===== config.mk =====
export PLATFORM = sky130hd
export DESIGN_NAME = mult_arbiter
export DESIGN_NICKNAME = d
export VERILOG_FILES = /design/src/rtl/mult_arbiter.sv
export SDC_FILE = /design/constraint.sdc
export NUM_CORES = 1
export LEC_CHECK = 0
export CORE_UTILIZATION = 50
export DETAILED_ROUTE_END_ITERATION = 10
export DONT_BUFFER_PORTS = 1
export PLACE_DENSITY_LB_ADDON = 0.05
export SYNTH_ARGS = -nofsm -noshare
export SYNTH_HDL_FRONTEND = slang
export SYNTH_SLANG_ARGS = --single-unit

===== constraint.sdc =====
create_clock -name clk -period 8.8 [get_ports clk]
set_input_delay 1.32 -clock clk [delete_from_list [all_inputs] [get_ports clk]]
set_output_delay 1.32 -clock clk [all_outputs]
set_load 0.03 [all_outputs]

===== src/rtl/mult_arbiter.sv =====
// -----------------------------------------------------------------------------
// mult_arbiter
//
// Shares one pipelined signed 16x16 multiplier among NUM_REQ requesters.
// One operand pair is accepted per cycle. The full 32-bit product comes back
// MULT_LAT cycles after the accept edge, tagged with the owning requester's
// index. Results cannot be stalled, so requesters must absorb every
// res_valid pulse.
//
// Build option:
//   MULT_ARB_FIXED_PRIO_EN  defined   -> fixed priority, lowest valid index wins
//                           undefined -> round-robin starting after the last
//                                        granted index (default)
//
// Ports:
//   clk          system clock, rising edge
//   rst          synchronous active-high reset
//   req_valid    per-requester operand-pair valid
//   req_a/req_b  per-requester signed operands, slice i = [16*i+15:16*i]
//   req_ready    one-hot (or zero) grant, combinational
//   res_valid    product valid this cycle
//   res_id       index of the requester owning res_product
//   res_product  signed full-precision product
//   busy         at least one product in flight
// -----------------------------------------------------------------------------
module mult_arbiter #(
   parameter int NUM_REQ  = 4,
   parameter int MULT_LAT = 2,
   parameter int ID_W     = $clog2(NUM_REQ)
) (
   input  logic                    clk,
   input  logic                    rst,
   input  logic [NUM_REQ-1:0]      req_valid,
   input  logic [16*NUM_REQ-1:0]   req_a,
   input  logic [16*NUM_REQ-1:0]   req_b,
   output logic [NUM_REQ-1:0]      req_ready,
   output logic                    res_valid,
   output logic [ID_W-1:0]         res_id,
   output logic [31:0]             res_product,
   output logic                    busy
);

   logic            any_valid;
   logic [ID_W-1:0] grant_idx;

`ifdef MULT_ARB_FIXED_PRIO_EN
   // Scan from the top down so the lowest valid index is the one that sticks.
   always_comb begin
      any_valid = 1'b0;
      grant_idx = '0;
      for (int i = NUM_REQ - 1; i >= 0; i--) begin
         if (req_valid[ID_W'(i)]) begin
            any_valid = 1'b1;
            grant_idx = ID_W'(i);
         end
      end
   end
`else
   // ptr holds the most recently granted index; the search begins just past it.
   logic [ID_W-1:0] ptr_reg;
   logic [ID_W-1:0] cand;

   always_comb begin
      any_valid = 1'b0;
      grant_idx = '0;
      cand      = '0;
      for (int o = 1; o <= NUM_REQ; o++) begin
         cand = ID_W'((int'(ptr_reg) + o) % NUM_REQ);
         if (!any_valid && req_valid[cand]) begin
            any_valid = 1'b1;
            grant_idx = cand;
         end
      end
   end

   // Reset to the last index so requester 0 is first in line.
   always_ff @(posedge clk) begin
      if (rst) begin
         ptr_reg <= ID_W'(NUM_REQ - 1);
      end else if (any_valid) begin
         ptr_reg <= grant_idx;
      end
   end
`endif

   // A grant is always accepted: ready is only raised toward a valid requester.
   logic accept;
   assign accept = any_valid & ~rst;

   genvar gi;
   generate
      for (gi = 0; gi < NUM_REQ; gi++) begin : g_ready
         assign req_ready[gi] = accept && (grant_idx == ID_W'(gi));
      end
   endgenerate

   // Operand mux for the granted requester.
   logic signed [15:0] sel_a;
   logic signed [15:0] sel_b;

   always_comb begin
      sel_a = '0;
      sel_b = '0;
      for (int i = 0; i < NUM_REQ; i++) begin
         if (grant_idx == ID_W'(i)) begin
            sel_a = req_a[16*i +: 16];
            sel_b = req_b[16*i +: 16];
         end
      end
   end

   // Pipeline: stage 0 registers the operands on accept; stages 1..MULT_LAT
   // carry the product. Valid bits shift every cycle, while payloads only load
   // behind a valid bit, so the output stage holds its last result when idle.
   logic [MULT_LAT:0]  vld_reg;
   logic [ID_W-1:0]    id_reg   [0:MULT_LAT];
   logic signed [15:0] op_a_reg;
   logic signed [15:0] op_b_reg;
   logic signed [31:0] prod_reg [1:MULT_LAT];
   logic signed [31:0] prod_in  [1:MULT_LAT];

   generate
      for (gi = 1; gi <= MULT_LAT; gi++) begin : g_prod_in
         if (gi == 1) begin : g_first
            // Both operands are signed, so they sign-extend to 32 bits here.
            assign prod_in[gi] = op_a_reg * op_b_reg;
         end else begin : g_shift
            assign prod_in[gi] = prod_reg[gi-1];
         end
      end
   endgenerate

   always_ff @(posedge clk) begin
      if (rst) begin
         vld_reg  <= '0;
         op_a_reg <= '0;
         op_b_reg <= '0;
         for (int s = 0; s <= MULT_LAT; s++) begin
            id_reg[s] <= '0;
         end
         for (int s = 1; s <= MULT_LAT; s++) begin
            prod_reg[s] <= '0;
         end
      end else begin
         vld_reg[0] <= accept;
         if (accept) begin
            id_reg[0] <= grant_idx;
            op_a_reg  <= sel_a;
            op_b_reg  <= sel_b;
         end
         for (int s = 1; s <= MULT_LAT; s++) begin
            vld_reg[s] <= vld_reg[s-1];
            if (vld_reg[s-1]) begin
               id_reg[s]   <= id_reg[s-1];
               prod_reg[s] <= prod_in[s];
            end
         end
      end
   end

   assign res_valid   = vld_reg[MULT_LAT];
   assign res_id      = id_reg[MULT_LAT];
   assign res_product = prod_reg[MULT_LAT];
   assign busy        = |vld_reg;

endmodule


=== Word level (Yosys, flattened, before mapping) ===
Memories as Yosys holds them, arrays and structs flattened.
Cells that the tools add are included.

* Register bits after elaboration: 37
* Memory bits (writable): 70
* Input port bits: 134
* Logic and storage cells: 77
* Memories: 2

* Add/sub/neg operators: 4
* Multipliers: 1
* Magnitude comparators: 4
* Eq/ne operators: 3
* Muxes and demuxes: 40
* Bitwise gates (word level): 7
* Reductions and logical operators: 12

{| class="wikitable"
|+ Memories
! memory !! depth !! bits a word !! rd ports !! clocked after Yosys merged registers in !! wr ports !! line !! RTL
|-
| prod_reg || 2 || 32 || 2 || 0 || 2 || 119 || <nowiki>logic signed [31:0] prod_reg [1:MULT_LAT];</nowiki>
|-
| id_reg || 3 || 2 || 3 || 0 || 3 || 116 || <nowiki>logic [ID_W-1:0] id_reg [0:MULT_LAT];</nowiki>
|}

{| class="wikitable"
|+ Operator list
! kind !! count
|-
| $mux W16 || 8
|-
| $mux W32 || 2
|-
| $mul A16 B16 Y32 || 1
|-
| $mux W1 || 19
|-
| $mux W2 || 7
|-
| $lt A2 B3 Y1 const B || 4
|-
| $bmux W1 S2 || 4
|-
| $logic_and A1 B1 Y1 || 7
|-
| $or A1 B1 Y1 || 5
|-
| $add A2 B1 Y2 const B || 2
|-
| $add A2 B2 Y2 const B || 2
|-
| $eq A2 B2 Y1 const B || 2
|-
| $logic_not A1 Y1 || 3
|-
| $reduce_or A3 Y1 || 1
|-
| $eq A2 B1 Y1 const B || 1
|-
| $logic_not A2 Y1 || 1
|-
| $and A1 B1 Y1 || 1
|-
| $not A1 Y1 || 1
|}

=== Longest topological paths before layout ===
* Depth in word-level cells: 18
* Gate-level depth with buffers: 23

=== Least setup slack after synthesis ===
OpenSTA, ideal clock, no wires.

* Path kind: reg2reg
* Start: register op_b_reg[7]
* End: memory prod_reg[1][30] (data pin)
* Arrival: 5758 ps
* Required time: 8534 ps
* Setup slack: 2776 ps
* Stages on the path, launching flop included: 20
* Buffers on the path: 2
* Clock period less this slack: 6024 ps
* Path through: dfxtp_1 clkbuf_1 clkbuf_1 nand2_1 fa_1 inv_1 fa_1 fa_1 fa_1 fa_1 fa_1 ha_1 a21o_1 a21o_1 a2111oi_4 o31ai_1 or3_1 o2111ai_2 nand3_1 nor3b_2

{| class="wikitable"
|+ RTL lines
! what !! line !! RTL
|-
| start: declaration || 118 || <nowiki>logic signed [15:0] op_b_reg;</nowiki>
|-
| start signal: assignment || 149 || <nowiki>op_b_reg <= sel_b;</nowiki>
|-
| end: declaration || 119 ||
|}

==> out/results.txt <==
For this run, the slowest stage of the critical path takes 0.93 ns. In the final layout, the multi-input gates occupy 10,280 um2. Critical setup path kind: reg2reg. Synthesized cell area: 14,410 um2.

Before antenna repair, the detailed router went through 5 iterations. The tools report the antenna diode instance count as 0. Data arrives at the worst endpoint at 6.76 ns.

Dividing the synthesized area by the synthesized cell count gives 9.417 um2. The initial antenna violation count was 0; the number of gates resized after cts was 0. The number of H-tree branching levels was 3; the die outline width was 171.8 um. The number of nets still failing antenna checks after routing is 0, and the post-synthesis to final-layout area growth is 4.281%.

The effective utilization at floorplan came out at 0.5130. For this run, design rule violations remaining after detail routing come to 0. The number of buffers created by CTS was 9; the number of vias per cell after detailed routing was 5.440.

Based on the critical path, the design can be clocked at up to 150.6 MHz. Summed over all layers, the routed wires come to 34.99 mm. Buffers added to address setup during post-CTS repair amount to 0. Along the worst path, the maximum fanout reaches 17. After synthesis, the cell types taking the most area are fa_1 (36%), edfxtp_1 (15%), ha_1 (7.1%). The clock passes through at most 2 buffers. The tools report the startpoint of the worst setup timing path as op_b_reg[1]. In this run the number of cells on the critical path is 18. The Yosys step of the flow raised 0 warnings. In this run the standard cell core region covers 28,090 um2.

The via count of the first global-routing pass came out at 11,010. The number of buffers and inverters on the critical path is 3. Entering global routing, the biggest net connects 36 pins. The most common library cell in the layout ignoring fill and taps is inv_1. Setup slack on the worst reg-to-reg path comes out at 2.16 ns.

After global routing the overflow that remains totals 0. Actual slew at the worst max-slew pin: 1.195 ns. The leakage power of the design was 7.283 nW. The logs give 27.58 mm for the post-detailed-placement half-perimeter wirelength and 29,500 um2 for the die area. The total setup violations reported at the end of the flow is 0, and the total number of vias is 10,150.

The library cell occupying the most area in the post-synthesis netlist is fa_1. The global placer's final weighted congestion was 0.9261; the post-CTS clock slew at the launch and capture registers of the worst setup and hold paths was 0.08 ns. The logs give 0 for the number of pins with negative max-slew slack in the final report and 0.0001541 V for the largest vdd supply drop. The most critical setup path has its endpoint at prod_reg[1][30]. The count of flip-flops with a built-in enable after synthesis was 70.

Power spread over the standard cell area amounts to 213.8 nW/um2. Data required time at the worst endpoint: 8.92 ns. Setup repair after global routing left no endpoint under its margin.

The headroom to the max-slew limit was 0.2003. Synthesis inferred 107 register bits. Across the whole layout, storage elements account for 2843 um2. The hold buffer count at CTS is 0, and the share of flip-flops with an asynchronous set or reset is 0. The post-route clock period utilization came out at 0.7547. When the netlist entered floorplanning its net count stood at 2,008. The startpoint identified for the worst hold timing path is prod_reg[1][26]. The critical path endpoint category is a flop.

Among the stages of the critical path, the cell type that occurs most often is fa_1. For the worst flop-to-flop path, the logic depth is 18. Clock skew after layout: 0.01364 ns. The final hold violation count is 0. TritonCTS built the clock tree. The floorplan has 61 rows. The tool flagged a number of max-cap violations equal to 0.

For the distinct cell type count of the synthesized netlist, the log shows 51. The detailed router finished its first iteration with 623 violations. The overall routing resource usage is 0.2595. For the clock latency at the later pin of the worst-skew pair, the log shows 0.38 ns.

Leaving out fill and tap cells, the most frequent cells in the layout are inv_1 (272), fa_1 (262), nand2_1 (218). The cell count after synthesis came out at 1,530. Final core utilization: 0.5349.

Summed negative setup slack over all endpoints: 0 ns. The number of filler instances in the final layout came out at 2,703. In this run the count of I/O pins placed on the die edge is 174.

The per-cell routed wire length came out at 18.76 um. Traced cell by cell, the critical path runs through nand2_1 > inv_1 > fa_1 > fa_1 > fa_1 > fa_1 > fa_1 > inv_1 > fa_1 > inv_1 > ha_1 > o21a_1 > nor2_1 > o31ai_1 > or3_1 > o2111ai_2 > nand3_1 > nor3b_2. In this run the clock root is driven by a clkbuf_16. STA classifies the critical path startpoint as a flop. The standard cell with the maximum stage delay on the critical path was fa_1.

The first global-routing pass estimated 57.34 mm of wire. The family with the most delay on the worst path was adder cells. The register with the most flip-flops in the layout has 64 of them.

The number of port buffers was 0; the fraction of the yosys area taken by sequential cells was 0.1973. The ratio of cells with drive above 1 in the final layout came out at 0.02959. Clock tree synthesis found a total of 107 sinks. The worst hold path belongs to the class reg2reg. The flow ran to the end, and the final reports show no timing, DRC or antenna violations. The portion of synthesized cell area occupied by the leading cell type was 0.3640.

For this run, the post-layout net count is 1,960. In this run the critical register-to-register path is launched from op_b_reg[1]. Top flip-flop cell by instance count after synthesis: edfxtp_1. The time the final worst path needs with I/O delays and setup is 6.641 ns. The endpoint identified for the worst register-to-register timing path is prod_reg[1][30].

The die height works out to 171.8 um.
## synthesized netlist by cell type (2+ instances only)
cell type / count
nand3_1: 10
o21a_1: 5
a21o_1: 12
o21ai_0: 45
or2_2: 6
nand2_1: 218
nor3b_1: 2
buf_2: 7
dfxtp_1: 37
and3_1: 4
inv_1: 272
and2_1: 161
ha_1: 82
o211ai_1: 2
o31a_1: 2
nor3_1: 16
xor2_1: 12
a211oi_1: 8
or3_1: 3
nor2_1: 53
nor4_1: 2
nor2b_1: 8
fa_1: 262
xnor2_1: 17
buf_4: 3
a211o_1: 19
a22oi_1: 15
a21oi_1: 83
edfxtp_1: 70
a31oi_1: 4
clkbuf_1: 60
nand2b_1: 11
## how the worst min path moves through the flow
stage	endpoint	slack [ns]	cells after the start
4_1_cts	prod_reg[2][26]	0.52	1
3_3_place_gp	prod_reg[2][30]	0.50	1
6_report	prod_reg[2][26]	0.52	1
5_1_grt	prod_reg[2][21]	0.53	1
2_1_floorplan	prod_reg[2][0]	0.50	1
3_5_place_dp	prod_reg[2][2]	0.50	1
## final cells by class
class,count,area share
Clock inverter,6,0.003997
Multi-Input combinational cell,1079,0.6845
Timing Repair Buffer,12,0.005996
Tap cell,378,0.03148
Clock buffer,10,0.01666
Inverter,273,0.06820
Sequential cell,107,0.1892
## layer usage
layer	routed length, um	GRT usage
met5	0	0
met3	1588	0.03682
met1	15160	0.3335
met2	17110	0.4450
met4	1139	0.09581
## worst reg2reg max path, cell delays in order, from the launching register on
cell	delay, ns
dfxtp_1	0.76
nand2_1	0.22
inv_1	0.17
fa_1	0.54
fa_1	0.93
fa_1	0.54
fa_1	0.50
fa_1	0.49
inv_1	0.05
fa_1	0.47
inv_1	0.04
ha_1	0.35
o21a_1	0.19
nor2_1	0.15
o31ai_1	0.16
or3_1	0.36
o2111ai_2	0.21
nand3_1	0.09
nor3b_2	0.15
## where the power goes
| group | leakage (nW) | total [mW] | internal, mW | switching, mW |
|---|---|---|---|---|
| registers | 1.07 | 0.786 | 0.642 | 0.145 |
| logic | 6.06 | 1.98 | 0.831 | 1.15 |
| clock network | 0.154 | 0.442 | 0.218 | 0.224 |
| total | 7.28 | 3.21 | 1.69 | 1.52 |
## metrics by stage
stage               instances  worst slack (ns)  hold WS, ns  area (um2)  power [mW]
floorplan                1530             2.776       0.4967       14410       2.297
global placement         1849             2.247       0.5027       14710       2.750
detailed placement       1849             2.152       0.5026       14710       2.788
CTS                      1865             2.124       0.5226       15020       3.243
global route             1865             1.741       0.5343       15020       3.574
finish                   1865             2.159       0.5202       15020       3.212
## kinds of logic (layout without fill, tap and decap cells)
family	Yosys count	count (layout)	synth area share
buffers and inverters	344	301	0.09110
xor gates and xnor gates	29	29	0.01763
muxes	1	1	0.0006948
AOI/OAI and AO/OA	205	205	0.08893
adders and majority gates	344	344	0.4353
and+or+nand+nor	500	500	0.1691
DFF	107	107	0.1973
No activity file was read; power rests on OpenSTA's default activity.
